$ cat src/rtl/fifo_wr_arbiter_if.sv
// Producer handshake and FIFO write-port bundle for fifo_wr_arbiter.
// master: arbiter side; slave: producers plus FIFO side.
interface fifo_wr_arbiter_if #(
  parameter int NUM_REQ = 4,
  parameter int ID_W    = 2,
  parameter int DATA_W  = 5,
  parameter int DEPTH_W = 3
);
  logic [NUM_REQ-1:0]        req_vld;
  logic [NUM_REQ-1:0]        req_last;
  logic [NUM_REQ*DATA_W-1:0] req_data;
  logic [NUM_REQ-1:0]        req_rdy;
  logic                      fifo_wr;
  logic [DATA_W-1:0]         fifo_wr_data;
  logic [DEPTH_W:0]          fifo_num;
  logic                      grant_vld;
  logic [ID_W-1:0]           grant_id;

  modport master (
    input  req_vld, req_last, req_data, fifo_num,
    output req_rdy, fifo_wr, fifo_wr_data,
    output grant_vld, grant_id
  );

  modport slave (
    output req_vld, req_last, req_data, fifo_num,
    input  req_rdy, fifo_wr, fifo_wr_data,
    input  grant_vld, grant_id
  );
endinterface

$ cat src/rtl/fifo_wr_arbiter.sv
// Round-robin burst arbiter sharing one FIFO write port.
// Define FIFO_WR_ARB_PRIO_EN to give producer 0 strict priority in IDLE.
module fifo_wr_arbiter #(
  parameter int NUM_REQ   = 4,
  parameter int ID_W      = 2,
  parameter int DATA_W    = 5,
  parameter int DEPTH     = 8,
  parameter int DEPTH_W   = 3,
  parameter int BURST_LEN = 4
) (
  input logic              clk,
  input logic              rst,
  fifo_wr_arbiter_if.master bus
);

  localparam int CNT_W = DEPTH_W + 1;
  localparam int SUM_W = DEPTH_W + 2;
  localparam logic [CNT_W-1:0] CNT_LAST = CNT_W'(BURST_LEN - 1);
  localparam logic [SUM_W-1:0] DEPTH_V  = SUM_W'(DEPTH);

  typedef enum logic {IDLE, BURST} state_t;

  state_t           state;
  logic [CNT_W-1:0] beat_cnt;
  logic [ID_W-1:0]  rr_last;
  logic [ID_W-1:0]  win;
  logic [SUM_W-1:0] used;
  logic             space_ok;
  logic             any_vld;
  logic             own_vld;
  logic             own_last;
  logic [DATA_W-1:0] own_data;

  // Slots committed: registered occupancy plus the write in flight.
  assign used = {1'b0, bus.fifo_num}
              + {{(SUM_W-1){1'b0}}, bus.fifo_wr};
  assign space_ok = used < DEPTH_V;
  assign any_vld  = |bus.req_vld;
  assign own_vld  = bus.req_vld[bus.grant_id];
  assign own_last = bus.req_last[bus.grant_id];
  assign own_data =
    bus.req_data[int'(bus.grant_id)*DATA_W +: DATA_W];

  // Pick the next requester after rr_last, wrapping around.
  always_comb begin
    logic          found;
    logic [ID_W-1:0] idx;
    win   = '0;
    found = 1'b0;
    idx   = '0;
    for (int k = 1; k <= NUM_REQ; k++) begin
      idx = ID_W'((int'(rr_last) + k) % NUM_REQ);
      if (!found && bus.req_vld[idx]) begin
        win   = idx;
        found = 1'b1;
      end
    end
`ifdef FIFO_WR_ARB_PRIO_EN
    if (bus.req_vld[0]) win = '0;
`endif
  end

  // Only the owner may be ready, and only while a slot is free.
  always_comb begin
    bus.req_rdy = '0;
    if (state == BURST) bus.req_rdy[bus.grant_id] = space_ok;
  end

  // Grant FSM with registered write port and grant outputs.
  always_ff @(posedge clk or posedge rst) begin
    if (rst) begin
      state            <= IDLE;
      beat_cnt         <= '0;
      rr_last          <= ID_W'(NUM_REQ - 1);
      bus.fifo_wr      <= 1'b0;
      bus.fifo_wr_data <= '0;
      bus.grant_vld    <= 1'b0;
      bus.grant_id     <= '0;
    end else begin
      unique case (state)
        IDLE: begin
          bus.fifo_wr <= 1'b0;
          if (any_vld) begin
            state         <= BURST;
            bus.grant_vld <= 1'b1;
            bus.grant_id  <= win;
            beat_cnt      <= '0;
`ifdef FIFO_WR_ARB_PRIO_EN
            if (win != '0) rr_last <= win;
`else
            rr_last <= win;
`endif
          end
        end
        BURST: begin
          if (!own_vld) begin
            state         <= IDLE;
            bus.grant_vld <= 1'b0;
            bus.fifo_wr   <= 1'b0;
          end else if (space_ok) begin
            bus.fifo_wr      <= 1'b1;
            bus.fifo_wr_data <= own_data;
            beat_cnt         <= beat_cnt + CNT_W'(1);
            if (own_last || beat_cnt == CNT_LAST) begin
              state         <= IDLE;
              bus.grant_vld <= 1'b0;
            end
          end else begin
            bus.fifo_wr <= 1'b0;
          end
        end
        default: state <= IDLE;
      endcase
    end
  end

endmodule

$ cat src/flat_wrapper.sv
// flat-port wrapper written by rule: the top's interface ports become plain ports
module fifo_wr_arbiter_flat 
#(
  parameter int NUM_REQ   = 4,
  parameter int ID_W      = 2,
  parameter int DATA_W    = 5,
  parameter int DEPTH     = 8,
  parameter int DEPTH_W   = 3,
  parameter int BURST_LEN = 4
)
  (clk, rst, bus_req_vld, bus_req_last, bus_req_data, bus_fifo_num, bus_req_rdy, bus_fifo_wr, bus_fifo_wr_data, bus_grant_vld, bus_grant_id);
  fifo_wr_arbiter_if #(.NUM_REQ(NUM_REQ), .ID_W(ID_W), .DATA_W(DATA_W), .DEPTH_W(DEPTH_W)) bus_i ();
  input logic clk;
  input logic rst;
  input wire logic [$bits(bus_i.req_vld)-1:0] bus_req_vld;
  input wire logic [$bits(bus_i.req_last)-1:0] bus_req_last;
  input wire logic [$bits(bus_i.req_data)-1:0] bus_req_data;
  input wire logic [$bits(bus_i.fifo_num)-1:0] bus_fifo_num;
  output wire logic [$bits(bus_i.req_rdy)-1:0] bus_req_rdy;
  output wire logic [$bits(bus_i.fifo_wr)-1:0] bus_fifo_wr;
  output wire logic [$bits(bus_i.fifo_wr_data)-1:0] bus_fifo_wr_data;
  output wire logic [$bits(bus_i.grant_vld)-1:0] bus_grant_vld;
  output wire logic [$bits(bus_i.grant_id)-1:0] bus_grant_id;
  assign bus_i.req_vld = bus_req_vld;
  assign bus_i.req_last = bus_req_last;
  assign bus_i.req_data = bus_req_data;
  assign bus_i.fifo_num = bus_fifo_num;
  assign bus_req_rdy = bus_i.req_rdy;
  assign bus_fifo_wr = bus_i.fifo_wr;
  assign bus_fifo_wr_data = bus_i.fifo_wr_data;
  assign bus_grant_vld = bus_i.grant_vld;
  assign bus_grant_id = bus_i.grant_id;
  fifo_wr_arbiter #(.NUM_REQ(NUM_REQ), .ID_W(ID_W), .DATA_W(DATA_W), .DEPTH(DEPTH), .DEPTH_W(DEPTH_W), .BURST_LEN(BURST_LEN)) u_core (.clk(clk), .rst(rst), .bus(bus_i));
endmodule
$ cat config.mk
export PLATFORM = sky130hd
export DESIGN_NAME = fifo_wr_arbiter_flat
export DESIGN_NICKNAME = d
export VERILOG_FILES = /design/src/rtl/fifo_wr_arbiter_if.sv /design/src/rtl/fifo_wr_arbiter.sv /design/src/flat_wrapper.sv
export SDC_FILE = /design/constraint.sdc
export NUM_CORES = 1
export LEC_CHECK = 0
export ABC_AREA = 1
export BUFFER_PORTS_ARGS = -buffer_cell sky130_fd_sc_hd__buf_4
export CORE_MARGIN = 2
export CORE_UTILIZATION = 43
export CTS_CLUSTER_SIZE = 8
export DETAILED_ROUTE_END_ITERATION = 12
export MAX_ROUTING_LAYER = met4
export PLACE_DENSITY = 0.76
export SYNTH_ARGS = -nofsm -noshare
export SYNTH_HDL_FRONTEND = slang
export SYNTH_SLANG_ARGS = --single-unit
$ cat constraint.sdc
create_clock -name clk -period 1.45 [get_ports clk]
set_input_delay 0 -clock clk [delete_from_list [all_inputs] [get_ports clk]]
set_output_delay 0 -clock clk [all_outputs]
set_load 0.01 [all_outputs]
==> Word level (Yosys, flattened, before mapping) <==
Cells that the tools add are included.
{ "totals": {"regBits": 16, "output_inout_bits": 13, "word_cells": 82} }
{ "op_classes": {"addsub": 6, "n_mul": 1, "magnitude_cmp": 7, "eq_ne": 6, "n_shift": 1, "n_mux": 39, "bitwise_logic": 2, "reduce_logical": 13} }
{ "op_table": {"columns": ["operator", "count"], "rows": [
  ["20-bit by 32-bit variable part select with 5-bit output", 1],
  ["1-bit two-way mux", 20],
  ["4-bit two-way mux", 4],
  ["2-bit by 3-bit < comparator with 1-bit output (second input constant)", 5],
  ["1-bit binary-select mux with 2-bit select", 6],
  ["3-bit AND reduction", 3],
  ["2-bit two-way mux", 4],
  ["4-bit one-hot mux with 2 select lines", 1],
  ["3-bit != test (second input constant)", 2],
  ["1-bit one-hot mux with 2 select lines", 3],
  ["4-bit by 1-bit adder with 5-bit output", 1],
  ["5-bit by 4-bit < comparator with 1-bit output (second input constant)", 1],
  ["2-bit by 3-bit multiplier with 5-bit output (second input constant)", 1],
  ["2-bit by 1-bit adder with 2-bit output (second input constant)", 2],
  ["2-bit adder (second input constant)", 2],
  ["4-bit by 1-bit adder with 4-bit output (second input constant)", 1],
  ["4-bit AND", 1],
  ["4-bit by 2-bit equality test with 1-bit output (second input constant)", 1],
  ["1-bit logical AND", 4],
  ["2-bit != test (second input constant)", 2],
  ["4-bit OR reduction", 1],
  ["1-bit zero test", 3],
  ["1-bit demux with 2-bit select", 1],
  ["2-bit by 1-bit greater-or-equal comparator with 1-bit output (second input constant)", 1],
  ["4 further kinds", 4]
]} }

==> Longest topological paths before layout <==
{ "logic_depth": {"ltp_word": 13, "ltp_mapped": 12} }

==> Worst setup path before layout <==
OpenSTA, ideal clock, no wires.
{ "synth_path": {"path_kind": "reg2reg", "from": "register u_core.rr_last[0]", "to": "register u_core.bus.grant_id[0]", "t_arrival_ns": 1.371, "setup_slack_ns": -0.039, "path_stages_with_launch": 13, "n_path_buf": 1, "cell_sequence": "dfstp_2 > buf_4 > inv_2 > nand2_1 > nand2_1 > nand2_1 > nand2_1 > nor2_2 > nand2_1 > nand3_1 > nand2_1 > nand2_1 > nand2_1"} }
{ "synth_via": {"elab_chain_len": 13, "word_cells_on_any_way": 25} }
{ "synth_rtl": {"columns": ["element", "line_no", "source"], "rows": [
  ["start: declaration", "fifo_wr_arbiter.sv:25", "logic [ID_W-1:0] rr_last;"],
  ["start signal: assignment", "fifo_wr_arbiter.sv:74", "rr_last <= ID_W'(NUM_REQ - 1);"],
  ["start signal: assignment", "fifo_wr_arbiter.sv:91", "rr_last <= win;"],
  ["2-bit by 1-bit adder with 2-bit output", "fifo_wr_arbiter.sv:52", "idx = ID_W'((int'(rr_last) + k) % NUM_REQ);"],
  ["1-bit binary-select mux with 2-bit select", "fifo_wr_arbiter.sv:53", "if (!found && bus.req_vld[idx]) begin"],
  ["1-bit two-way mux (implied by the code)", "fifo_wr_arbiter.sv:53", null],
  ["1-bit two-way mux", "fifo_wr_arbiter.sv:53", null],
  ["1-bit zero test", "fifo_wr_arbiter.sv:53", null],
  ["1-bit logical AND", "fifo_wr_arbiter.sv:53", null],
  ["1-bit two-way mux", "fifo_wr_arbiter.sv:53", null],
  ["1-bit zero test", "fifo_wr_arbiter.sv:53", null],
  ["1-bit logical AND", "fifo_wr_arbiter.sv:53", null],
  ["1-bit two-way mux", "fifo_wr_arbiter.sv:53", null],
  ["1-bit zero test", "fifo_wr_arbiter.sv:53", null],
  ["1-bit logical AND", "fifo_wr_arbiter.sv:53", null],
  ["2-bit two-way mux *", "fifo_wr_arbiter.sv:53", null],
  ["end signal: assignment", "fifo_wr_arbiter.sv:86", "bus.grant_id <= win;"],
  ["end: declaration", "fifo_wr_arbiter_if.sv:22", "output grant_vld, grant_id"]
]} }
Mark *: on every way between the ends. The rest lies on a longest branch, timed or not. The select of a mux whose other input is x is not followed.
A chain may end at the register's enable or synchronous reset.

==> Worst setup path after layout <==
Ends and elaborated chain as after synthesis.

==> out/qor.csv <==
stage,metric,value,unit
cells_and_area,register area,404,um2
routing,DRC,0,
synthesis,mean cell area of the mapped netlist,6.81,um2
worst_setup_path,R2R setup slack,-0.13,ns
power_and_ir_drop,Pwr per Cell Area,2010,nW/um2
cells_and_area,Multi-input gate area,729,um2
die,Die H,55.4,um
timing,final period utilization,109,%
grt,GR Util All Layers,22.4,%
timing,Final setup violation count,4,
routing,ANT nets after route,0,
routing,via count,1343,
worst_setup_path,CP Launch Type,register,
clock_tree,"Clk pin slew, worst setup/hold paths",0.10,ns
timing,Setup TNS,-0.418,ns
synthesis,Post-Syn Instances,167,
worst_setup_path,Crit-path slowest cell,dfstp_2,
synthesis,Synth Area in Simple Gates,47.3,%
job,Max-cap violations,0,
synthesis,area fraction in compound gates after synthesis,8.47,%
synthesis,Synth Area in Adders,1.10,%
cells_and_area,most frequent cells in the layout,"58 x nand2_1, 57 x buf_4, 19 x nand2_2",
cells_and_area,fin area,1720,um2
cells_and_area,"Net count, final",265,
worst_setup_path,Critical Path Max Stage Delay,0.64,ns
min_path,Worst Hold Depth,5,
routing,routed len/inst,12.1,um
timing,Setup Skew,0.0139,ns
synthesis,post-synthesis xor/xnor area fraction,1.54,%
routing,routed wire length,3150,um
run_status,failing checks,negative setup slack,
timing,Hold Slack,0.0379,ns
power_and_ir_drop,worst vdd ir,1.31,mV
die,IO Count,47,
cells_and_area,Synth-to-Final Area Change,51.4,%
die,Placeable Area,2500,um2
clock_tree,htree depth,1,
timing,Final Hold Fails,0,
clock_tree,CTS sink cnt,16,
grt,GRT overflow,0,
synthesis,YS warnings,0,
synthesis,main combinational cell family by area after synthesis,simple AND/OR/NAND/NOR gates,
synthesis,Synth Register Bits,16,
placed_design,Place WS,-0.148,ns
synthesis,Netlist cell types,25,
routing,DR pass1 iterations,7,
cells_and_area,share of cells above drive strength 1,44.1,%
worst_setup_path,Crit Path Max Fanout,7,
worst_setup_path,reg2reg path depth,11,
timing,FMAX,632,MHz
grt,vias in the first global route,1357,
power_and_ir_drop,Pleak,0.954,nW
cells_and_area,Finished Layout Cells,259,
synthesis,syn_nets,202,
timing,Tmin final,1.58,ns
synthesis,synthesized cell area,1140,um2
worst_setup_path,critical path class,register to register,
die,Initial Util,45.5,%
clock_tree,clk_lat worst skew,0.29,ns
worst_setup_path,Worst setup EP type,register,
timing,PnR worst setup slack,-0.131,ns
cells_and_area,fill count,187,
timing,Slew Limit Headroom,60.3,%
worst_setup_path,CP cell instances,"inv_4, nand2_2, nand2_4, nand2_4, nand2_2, nor2_4, nand2_1, nand3_1, nand2_1, nand2_2, nand2_1",
clock_tree,Max clock buf depth,2,
run_status,status,finished with violations,
clock_tree,CTS tree,yes,
synthesis,multiplexer share of the synthesized area,0,%
timing,RSZ-0062 raised after global routing,true,
cells_and_area,ant diodes,0,
routing,Iteration-0 DRC Markers,34,
clock_tree,root buffer cell,clkbuf_4,
timing,worst slew pin tran,0.595,ns
worst_setup_path,"Req. time, crit path",1.64,ns
placed_design,GPL Wtd Cong,0.905,
placed_design,Area after DPL,1600,um2
worst_setup_path,Worst EP arrival,1.77,ns
die,die width,55.4,um
min_path,Hold Crit Class,input port to register,
synthesis,sequential fraction of the synthesis area,35.4,%
die,Cell Rows,18,
clock_tree,Num CTS Buffers,3,
timing,Pins Over Slew Limit,0,
placed_design,DP HPWL,2490,um
placed_design,Placed Instances,252,
cells_and_area,"commonest non-fill, non-tap cell in the layout",nand2_1,
die,DIE AREA,3070,um2
routing,via/cell ratio,5.19,
grt,largest net degree at the start of global routing,17,
grt,first-pass GRT wire length,5530,um
placed_design,IO buf count,46,
grt,initial antenna violation count,0,
critical path, delay by kind of cell (launching register included):
kind / cells / cell delay (ns)
buf+inv: 1 / 0.08
simple gates: 10 / 0.77
flops: 1 / 0.64
per-stage QoR:
step | util [%] | total power (W)
after CTS | 67.3 | 0.00333
after global placement | 63.9 | 0.00283
after floorplan | - | 0.00217
final | 68.9 | 0.00346
after detailed placement | 63.9 | 0.00292
after global routing | 68.9 | 0.00377
registers in the layout (all words and copies together), names as in the netlist:
| signal | flops |
|---|---|
| u_core.bus.grant_id | 2 |
| u_core.rr_last | 2 |
| u_core.bus.fifo_wr | 1 |
| u_core.bus.grant_vld | 1 |
| u_core.beat_cnt | 4 |
| u_core.bus.fifo_wr_data | 5 |
| u_core.state | 1 |
final timing paths:
path | endpoint | from
min | u_core.bus.fifo_wr_data[2]$_DFFE_PP0P_ | bus_req_data[12]
max | u_core.bus.grant_id[0]$_DFFE_PP0P_ | u_core.rr_last[0]$_DFFE_PP1P_
max in group asynchronous | u_core.bus.grant_id[1]$_DFFE_PP0P_ | rst
min reg2reg | u_core.bus.fifo_wr_data[1]$_DFFE_PP0P_ | u_core.bus.fifo_wr_data[1]$_DFFE_PP0P_
max reg2reg | u_core.bus.grant_id[0]$_DFFE_PP0P_ | u_core.rr_last[0]$_DFFE_PP1P_
min in group asynchronous | u_core.bus.fifo_wr_data[2]$_DFFE_PP0P_ | rst
power breakdown:
part | switching, W | internal (W) | total [W]
logic | 0.00129 | 0.000994 | 0.00228
registers | 0.000220 | 0.000661 | 0.000881
clock network | 0.000139 | 0.000153 | 0.000292
Yosys cell counts:
cell type | number | area share (%)
nand2_2 | 7 | 3.9
nand3_1 | 17 | 7.5
ha_1 | 1 | 1.1
or2_2 | 1 | 0.55
a22oi_1 | 6 | 4.0
o2111ai_4 | 1 | 2.3
nand4_1 | 4 | 2.2
nor2_4 | 1 | 0.99
xor2_1 | 2 | 1.5
o21ai_0 | 2 | 0.88
nand2_1 | 73 | 24
dfstp_2 | 2 | 4.6
nor2_1 | 10 | 3.3
nand3b_1 | 2 | 1.3
inv_6 | 1 | 0.77
nor2_2 | 3 | 1.7
nand2_4 | 1 | 0.99
dfrtp_1 | 14 | 31
clkinv_2 | 1 | 0.44
a21oi_2 | 1 | 0.77
a31oi_1 | 1 | 0.55
inv_1 | 10 | 3.3
buf_4 | 1 | 0.66
nor3_1 | 2 | 0.88
inv_2 | 3 | 0.99
layer usage:
layer	part of all wire [%]	track usage, %	up-vias	wire length, um
met1	41	24.7	617	1280
met5	0	-	-	0
met3	4.9	3.51	7	154
met4	1.1	8.01	0	35
li1	-	-	668	-
met2	53	40.6	51	1680
cells by family after synthesis:
kind of cell	Yosys count
adders and majority gates	1
buffers and inverters	16
xor gates and xnor gates	2
DFF	16
AOI/OAI and AO/OA	11
and+or+nand+nor	121
what timing repair did:
item	4_1_cts	5_1_grt
setup endpoints to repair	6	19
hold buffers	1	0
setup buffers	1	1
pin swaps	9	4
hold endpoints to repair	14	0
resized for setup	11	9
final cells by class:
type | instances | area share, %
clock buffers | 4 | 2.11
flip-flops and latches | 16 | 23.5
multi-input cells | 135 | 42.4
inverters | 15 | 3.78
well taps | 30 | 2.18
repair buffers | 59 | 26.1
Power figures use the tool's default switching activity.
